--- config.mk ---
export PLATFORM = sky130hd
export DESIGN_NAME = crypto_pipe_ctrl
export DESIGN_NICKNAME = d
export VERILOG_FILES = /design/src/rtl/crypto_pipe_ctrl.sv
export SDC_FILE = /design/constraint.sdc
export NUM_CORES = 1
export LEC_CHECK = 0
export BUFFER_PORTS_ARGS = -buffer_cell sky130_fd_sc_hd__buf_2
export CORE_ASPECT_RATIO = 0.5
export CORE_UTILIZATION = 45
export CTS_BUF_LIST = sky130_fd_sc_hd__clkbuf_16
export DETAILED_ROUTE_END_ITERATION = 10
export HOLD_SLACK_MARGIN = 0.15
export MAX_ROUTING_LAYER = met4
export PLACE_DENSITY = 0.76
export SLEW_MARGIN = 0
export SYNTH_ARGS = -nofsm -noshare
export SYNTH_HDL_FRONTEND = slang
export SYNTH_SLANG_ARGS = --single-unit
--- constraint.sdc ---
create_clock -name clk -period 2.15 [get_ports clk]
set_clock_uncertainty 0.1 [all_clocks]
set_input_delay 0.215 -clock clk [delete_from_list [all_inputs] [get_ports clk]]
set_output_delay 0.215 -clock clk [all_outputs]
set_load 0.02 [all_outputs]
--- src/rtl/crypto_pipe_ctrl.sv ---
// Sequencing controller for a three-stage crypto pipeline: job latch, stage strobes, result capture.
// Optional done-wait watchdog enabled by defining CRYPTO_CTRL_TIMEOUT_EN.
module crypto_pipe_ctrl #(
  parameter int TIMEOUT_CYCLES = 64,
  parameter int S3_LAT         = 1
) (
  input  logic        clk,
  input  logic        rst,
  input  logic        in_valid,
  output logic        in_ready,
  input  logic [15:0] in_data,
  input  logic [4:0]  in_key,
  output logic        ld,
  output logic        start,
  output logic [15:0] stg_data,
  output logic [4:0]  stg_key,
  input  logic        stg1_done,
  input  logic        stg2_done,
  input  logic [15:0] stg3_data,
  output logic        out_valid,
  input  logic        out_ready,
  output logic [15:0] out_data,
  output logic        busy,
  output logic        err,
  input  logic        err_clr,
  output logic [7:0]  jobs_done
);

  typedef enum logic [2:0] {
    IDLE, LOAD, S1_WAIT, S2_WAIT, S3_CAP, OUT_HOLD, ERR
  } state_t;

  state_t      state_reg, state_next;
  logic [15:0] stg_data_reg;
  logic [4:0]  stg_key_reg;
  logic [15:0] out_data_reg;
  logic [7:0]  jobs_done_reg;
  logic [3:0]  lat_cnt_reg;

`ifdef CRYPTO_CTRL_TIMEOUT_EN
  logic [7:0]  wait_cnt_reg;
  logic        err_reg;
  logic        wait_expired;

  assign wait_expired = (wait_cnt_reg == 8'(TIMEOUT_CYCLES - 1));
`else
  logic        unused_cfg;

  // Watchdog is compiled out; keep the otherwise-unused inputs visibly consumed.
  assign unused_cfg = (TIMEOUT_CYCLES > 0) ^ err_clr;
`endif

  always_comb begin
    state_next = state_reg;
    in_ready   = 1'b0;
    ld         = 1'b0;
    start      = 1'b0;
    out_valid  = 1'b0;
    busy       = 1'b1;
    case (state_reg)
      IDLE: begin
        in_ready = 1'b1;
        busy     = 1'b0;
        if (in_valid) state_next = LOAD;
      end
      LOAD: begin
        ld         = 1'b1;
        start      = 1'b1;
        state_next = S1_WAIT;
      end
      S1_WAIT: begin
        if (stg1_done) state_next = S2_WAIT;
`ifdef CRYPTO_CTRL_TIMEOUT_EN
        else if (wait_expired) state_next = ERR;
`endif
      end
      S2_WAIT: begin
        if (stg2_done) state_next = S3_CAP;
`ifdef CRYPTO_CTRL_TIMEOUT_EN
        else if (wait_expired) state_next = ERR;
`endif
      end
      S3_CAP: begin
        if (lat_cnt_reg == 4'd0) state_next = OUT_HOLD;
      end
      OUT_HOLD: begin
        out_valid = 1'b1;
        if (out_ready) state_next = IDLE;
      end
      ERR: begin
`ifdef CRYPTO_CTRL_TIMEOUT_EN
        if (err_clr) state_next = IDLE;
`endif
      end
      default: state_next = IDLE;
    endcase
  end

  always_ff @(posedge clk or posedge rst) begin
    if (rst) begin
      state_reg     <= IDLE;
      stg_data_reg  <= '0;
      stg_key_reg   <= '0;
      out_data_reg  <= '0;
      jobs_done_reg <= '0;
      lat_cnt_reg   <= '0;
    end else begin
      state_reg <= state_next;
      if (state_reg == IDLE && in_valid) begin
        stg_data_reg <= in_data;
        stg_key_reg  <= in_key;
      end
      // Counter reaching zero marks the cycle where stage-3 data is valid.
      if (state_reg == S2_WAIT && state_next == S3_CAP)
        lat_cnt_reg <= 4'(S3_LAT - 1);
      else if (state_reg == S3_CAP && lat_cnt_reg != 4'd0)
        lat_cnt_reg <= lat_cnt_reg - 4'd1;
      if (state_reg == S3_CAP && lat_cnt_reg == 4'd0)
        out_data_reg <= stg3_data;
      if (state_reg == OUT_HOLD && out_ready)
        jobs_done_reg <= jobs_done_reg + 8'd1;
    end
  end

`ifdef CRYPTO_CTRL_TIMEOUT_EN
  always_ff @(posedge clk or posedge rst) begin
    if (rst) begin
      wait_cnt_reg <= '0;
      err_reg      <= 1'b0;
    end else begin
      // Any state change restarts the wait window, so each wait state gets a fresh budget.
      if (state_next != state_reg)
        wait_cnt_reg <= '0;
      else if (state_reg == S1_WAIT || state_reg == S2_WAIT)
        wait_cnt_reg <= wait_cnt_reg + 8'd1;
      if (state_reg == ERR && err_clr)
        err_reg <= 1'b0;
      else if (state_next == ERR && state_reg != ERR)
        err_reg <= 1'b1;
    end
  end

  assign err = err_reg;
`else
  assign err = 1'b0;
`endif

  assign stg_data  = stg_data_reg;
  assign stg_key   = stg_key_reg;
  assign out_data  = out_data_reg;
  assign jobs_done = jobs_done_reg;

endmodule

==> impl_metrics.ini, run 1 <==
[outcome]
outcome = finished clean

[pwr]
p_total_mw = 4.58
power_frac_comb = 0.428
clkPwrFrac = 0.196
p_int_mw = 2.85
power.share.sequential = 0.376
switching_share = 0.379
leakagePower_nw = 1.72
peakVddDrop_mv = 0.718
switchingPower_mw = 1.74
power.density_nw_per_um2 = 1370

[place]
io_buffers = 92
placed_area_um2 = 2800
finalWeightedCongestion = 0.785
dp.final_hpwl_um = 3310

[routing]
ant_nets = 0
vias_per_cell = 4.83
wl_per_cell_um = 14.5
wl_um = 5220
drc = 0
vias = 1742
dr.pass1.iters = 4
drt_iter0_drc = 40

[synthesis]
synth_mux_area_frac = 0.208
netlist_area_um2 = 2270
synth_edf_count = 0
synth_top_family_by_area = multiplexers
synth_xor_area_frac = 0.0270
ys.flop_type = dfrtp_1
synth_compound_area_frac = 0.0369
syn_avg_cell_area_um2 = 14.2
synthCells = 160
yosysSeqAreaShare = 0.573
ys_warn_count = 0
yosys.area_share.simple = 0.107
synth_adder_area_share = 0.0110
synth_async_sr_flop_share = 1.00
yosysUniqueCellTypes = 38
synthesis.nets = 206
ys_ff_latch = 52

[timing]
layout_min_cycle_time_ns = 1.91
rsz0062_at_grt = false
finalCritPeriodShare = 0.889
clock.fmax_mhz = 523
setup_tns_ns = 0
setup_viol = 0
hold_viol = 0
report.final.slew_viol_count = 0
tightest_slew_ns = 0.521
maxSlewHeadroom = 0.652
hold_ws_ns = 0.212

[final_layout]
multi_input_area_um2 = 900
layout_common_cells = 92 x buf_2, 52 x dfrtp_1, 38 x dlygate4sd3_1
final_area_um2 = 3350
post-route-util = 0.726
diodes = 0
area_growth_pct = 47.5
regArea_um2 = 1300
layout_commonest_cell = buf_2
drive_above_1_share = 0.434
n_fill_cell = 317
fin_nets = 340

[worst_hold_path]
min_path_type = in -> reg
min_from = stg1_done

[setup_path]
required_ns = 1.84
end_kind = primary output
cp-startpoint = state_reg[0]
timing.rr.start = lat_cnt_reg[0]
worstPathArrival_ns = 1.60
cp-start-kind = register
path_class = reg -> out
worst-path-max-fanout = 8

[clock_tree]
cts_resized = 0
cts.sinks = 52
post_cts.repair.setup_buffers = 0
clock_latency_ns = 0.29
h-tree-depth = 2
cts_root_buf = clkbuf_16
clk_pin_slew_ns = 0.07
cts_made_buffers = 5
cts_tree = done
ctsLongestPathBuffers = 2

[floorplanning]
boundaryPins = 95
row_count = 17
dieArea_um2 = 5350
die_w_um = 102
fp.coreArea_um2 = 4620
start_util = 0.492
dieHeight_um = 52.2

[run]
drv_cap = 0

[global_routing]
antenna_found_initial = 0
gr-total-overflow = 0
grt_usage = 0.218
grt_pass1_vias = 1765
grt_first_pass_wirelength_um = 8300
grt_max_degree = 26
==> cell families (layout without fill, tap and decap cells) <==
family	count (synthesis)	after routing
adder cells (fa/ha/maj)	2	2
AND/OR/NAND/NOR	31	31
AO/OA/AOI/OAI	14	14
flip-flops	52	52
other	1	1
XOR/XNOR	7	7
multiplexers	39	39
buffers and inverters	14	149
==> power by group through the flow <==
stage	logic, mW	registers [mW]	clock network (mW)
global placement	1.85	1.70	0
finish	1.96	1.72	0.901
detailed placement	1.91	1.74	0
global route	2.12	1.78	0.961
CTS	1.97	1.72	0.912
floorplan	0.870	2.14	0
==> stage by stage <==
stage / instances / setup slack (ns)
floorplan: 160 / 0.394
CTS: 361 / 0.234
global placement: 315 / 0.383
finish: 361 / 0.239
global route: 361 / 0.132
detailed placement: 315 / 0.316
==> metal layers <==
layer	vias up	track usage	wire, µm
met5	-	-	0
met4	0	0.0833	97
met3	12	0.0547	240
met2	56	0.399	2670
met1	846	0.233	2220
li1	828	-	-
==> worst paths after layout <==
path | endpoint | depth (start not counted) | slack, ns
min in group asynchronous | out_data[14] | 3 | 0.42
setup reg to reg | out_data[14] | 5 | 0.27
hold reg to reg | jobs_done[7] | 1 | 0.36
max in group asynchronous | lat_cnt_reg[1] | 4 | 0.93
setup / recovery | in_ready | 4 | 0.24
hold / removal | state_reg[0] | 4 | 0.21
==> critical path, cell delays in order, from the launching register on <==
cell     delay (ns)
dfrtp_1        0.51
buf_4          0.22
or3_1          0.37
inv_1          0.06
buf_2          0.15
==> cells in the mapped netlist, types with 2 or more instances <==
cell type / count / area (µm²)
a21oi_1: 5 / 25.0
nor2b_1: 3 / 18.8
buf_6: 2 / 22.5
nor3b_1: 2 / 15.0
buf_4: 2 / 15.0
o21ai_0: 4 / 20.0
inv_1: 6 / 22.5
mux2_1: 23 / 259
xor2_1: 6 / 52.6
nand3_1: 5 / 25.0
nor2_1: 3 / 11.3
dfrtp_1: 52 / 1300
nor3_1: 3 / 15.0
nand2_1: 2 / 7.51
buf_2: 4 / 20.0
mux2_4: 9 / 135
ha_1: 2 / 25.0
mux2_2: 7 / 78.8
==> timing repair <==
action,4_1_cts,5_1_grt
hold buffers,38,0
endpoints found under the hold margin,60,0
endpoints found under the setup margin,0,0
==> area by class of cell <==
| cell class | count | area share |
|---|---|---|
| Clock inverter | 3 | 0.0127 |
| Inverter | 6 | 0.00672 |
| Tap cell | 66 | 0.0246 |
| Timing Repair Buffer | 135 | 0.262 |
| Multi-Input combinational cell | 94 | 0.268 |
| Sequential cell | 52 | 0.388 |
| Clock buffer | 5 | 0.0373 |
(Power assumes the default switching activity.)
==> run 2: changes to the inputs <==
- CORE_UTILIZATION: 45 -> 43
- clock period: 2.15 -> 1.7 ns (I/O delays scaled with it)
==> impl_metrics.ini, run 2 (same netlist as run 1, synthesis figures left out) <==
[outcome]
outcome = finished, violations left
violations = negative setup slack

[final_layout]
layout.cells.non_filler = 386
drive_above_1_share = 0.538
post-route-util = 0.739
final_area_um2 = 3700
fin_nets = 361
area_growth_pct = 62.7
diodes = 0
n_fill_cell = 322
layout_commonest_cell = buf_2
layout_common_cells = 91 x buf_2, 49 x dfrtp_1, 38 x dlygate4sd3_1

[routing]
dr.pass1.iters = 4
wl_um = 6640
wl_met1_um = 2760
route.met2.wl_um = 3490
vias = 1920
highest_layer = met4
drt_iter0_drc = 109
ant_nets = 0
wl_per_cell_um = 17.2
drc = 0
wl_met3_um = 192
vias_per_cell = 4.97

[floorplanning]
dieHeight_um = 53.4
boundaryPins = 95
start_util = 0.454
die_w_um = 105
dieArea_um2 = 5600
fp.coreArea_um2 = 5000
row_count = 18

[worst_hold_path]
min_path_type = in -> reg
min_from = out_ready

[timing]
rsz0062_at_grt = true
hold_viol = 0
report.final.slew_viol_count = 0
finalCritPeriodShare = 1.01
clock.fmax_mhz = 582
layout_min_cycle_time_ns = 1.72
hold_ws_ns = 0.160
post-route-worst-setup-slack_ns = -0.0179
setup_viol = 8

[pwr]
peakVddDrop_mv = 0.784
leakagePower_nw = 1.88
power.density_nw_per_um2 = 1820

[clock_tree]
clk_pin_slew_ns = 0.07
cts.sinks = 52
ctsLongestPathBuffers = 2
clock_latency_ns = 0.29
cts_tree = done
cts_made_buffers = 5
h-tree-depth = 2
cts_root_buf = clkbuf_16

[setup_path]
worst-path-max-fanout = 5
cp-start-kind = register
cp-startpoint = state_reg[2]
timing.rr.start = state_reg[2]
required_ns = 1.78
path_class = reg -> reg
worstPathArrival_ns = 1.80
end_kind = register

[place]
dp.final_hpwl_um = 3520
placed_area_um2 = 2870
io_buffers = 92
placed_cells = 323
dpl_worst_slack_ns = -0.0532
finalWeightedCongestion = 0.727

[run]
drv_cap = 0

[global_routing]
grt_usage = 0.234
grt_max_degree = 34
grt_first_pass_wirelength_um = 9410
grt_pass1_vias = 1897
gr-total-overflow = 0
antenna_found_initial = 0
[run 2: final timing paths]
path	endpoint	slack [ns]	cells after the start
min	jobs_done[0]	0.16	3
min reg2reg	jobs_done[7]	0.37	1
max in group asynchronous	out_data[7]	0.64	4
min in group asynchronous	out_data[9]	0.33	3
max reg2reg	stg_data[7]	-0.02	5
max	stg_data[7]	-0.02	5
[run 2: what timing repair did]
action / in CTS / in global routing
setup buffers: 9 / 3
hold buffers: 38 / 0
setup endpoints to repair: 19 / 42
pin swaps: 2 / 3
cloned: 2 / 3
resized for setup: 12 / 18
endpoints found under the hold margin: 56 / 0
[run 2: critical path, cell delays in order (launching register included)]
cell	delay, ns
dfrtp_2	0.44
buf_6	0.13
nor4b_4	0.28
buf_6	0.18
clkbuf_16	0.15
mux2_1	0.32
[run 2: power breakdown]
group	internal, mW	switching [mW]
Sequential	1.79	0.366
Combinational	1.65	1.75
Clock	0.700	0.469
[run 2: metrics by stage]
step | TNS (ns) | total power [mW]
global route | -0.970 | 7.02
global placement | 0 | 4.59
CTS | -0.00257 | 6.26
floorplan | 0 | 3.82
detailed placement | -0.531 | 4.73
finish | -0.0848 | 6.73
[run 2: cell type report]
class	instances	area, µm²	area share
Tap cell	70	87.6	0.0237
Clock inverter	3	46.3	0.0125
Clock buffer	5	125	0.0338
Multi-Input combinational cell	96	1000	0.272
Sequential cell	52	1310	0.353
Inverter	6	22.5	0.00609
Timing Repair Buffer	154	1110	0.299
[run 2: per-layer routing]
layer / GRT usage / vias up
met2: 0.434 / 62
met3: 0.0443 / 20
met4: 0.113 / 0
li1: - / 878
met5: - / -
met1: 0.252 / 960
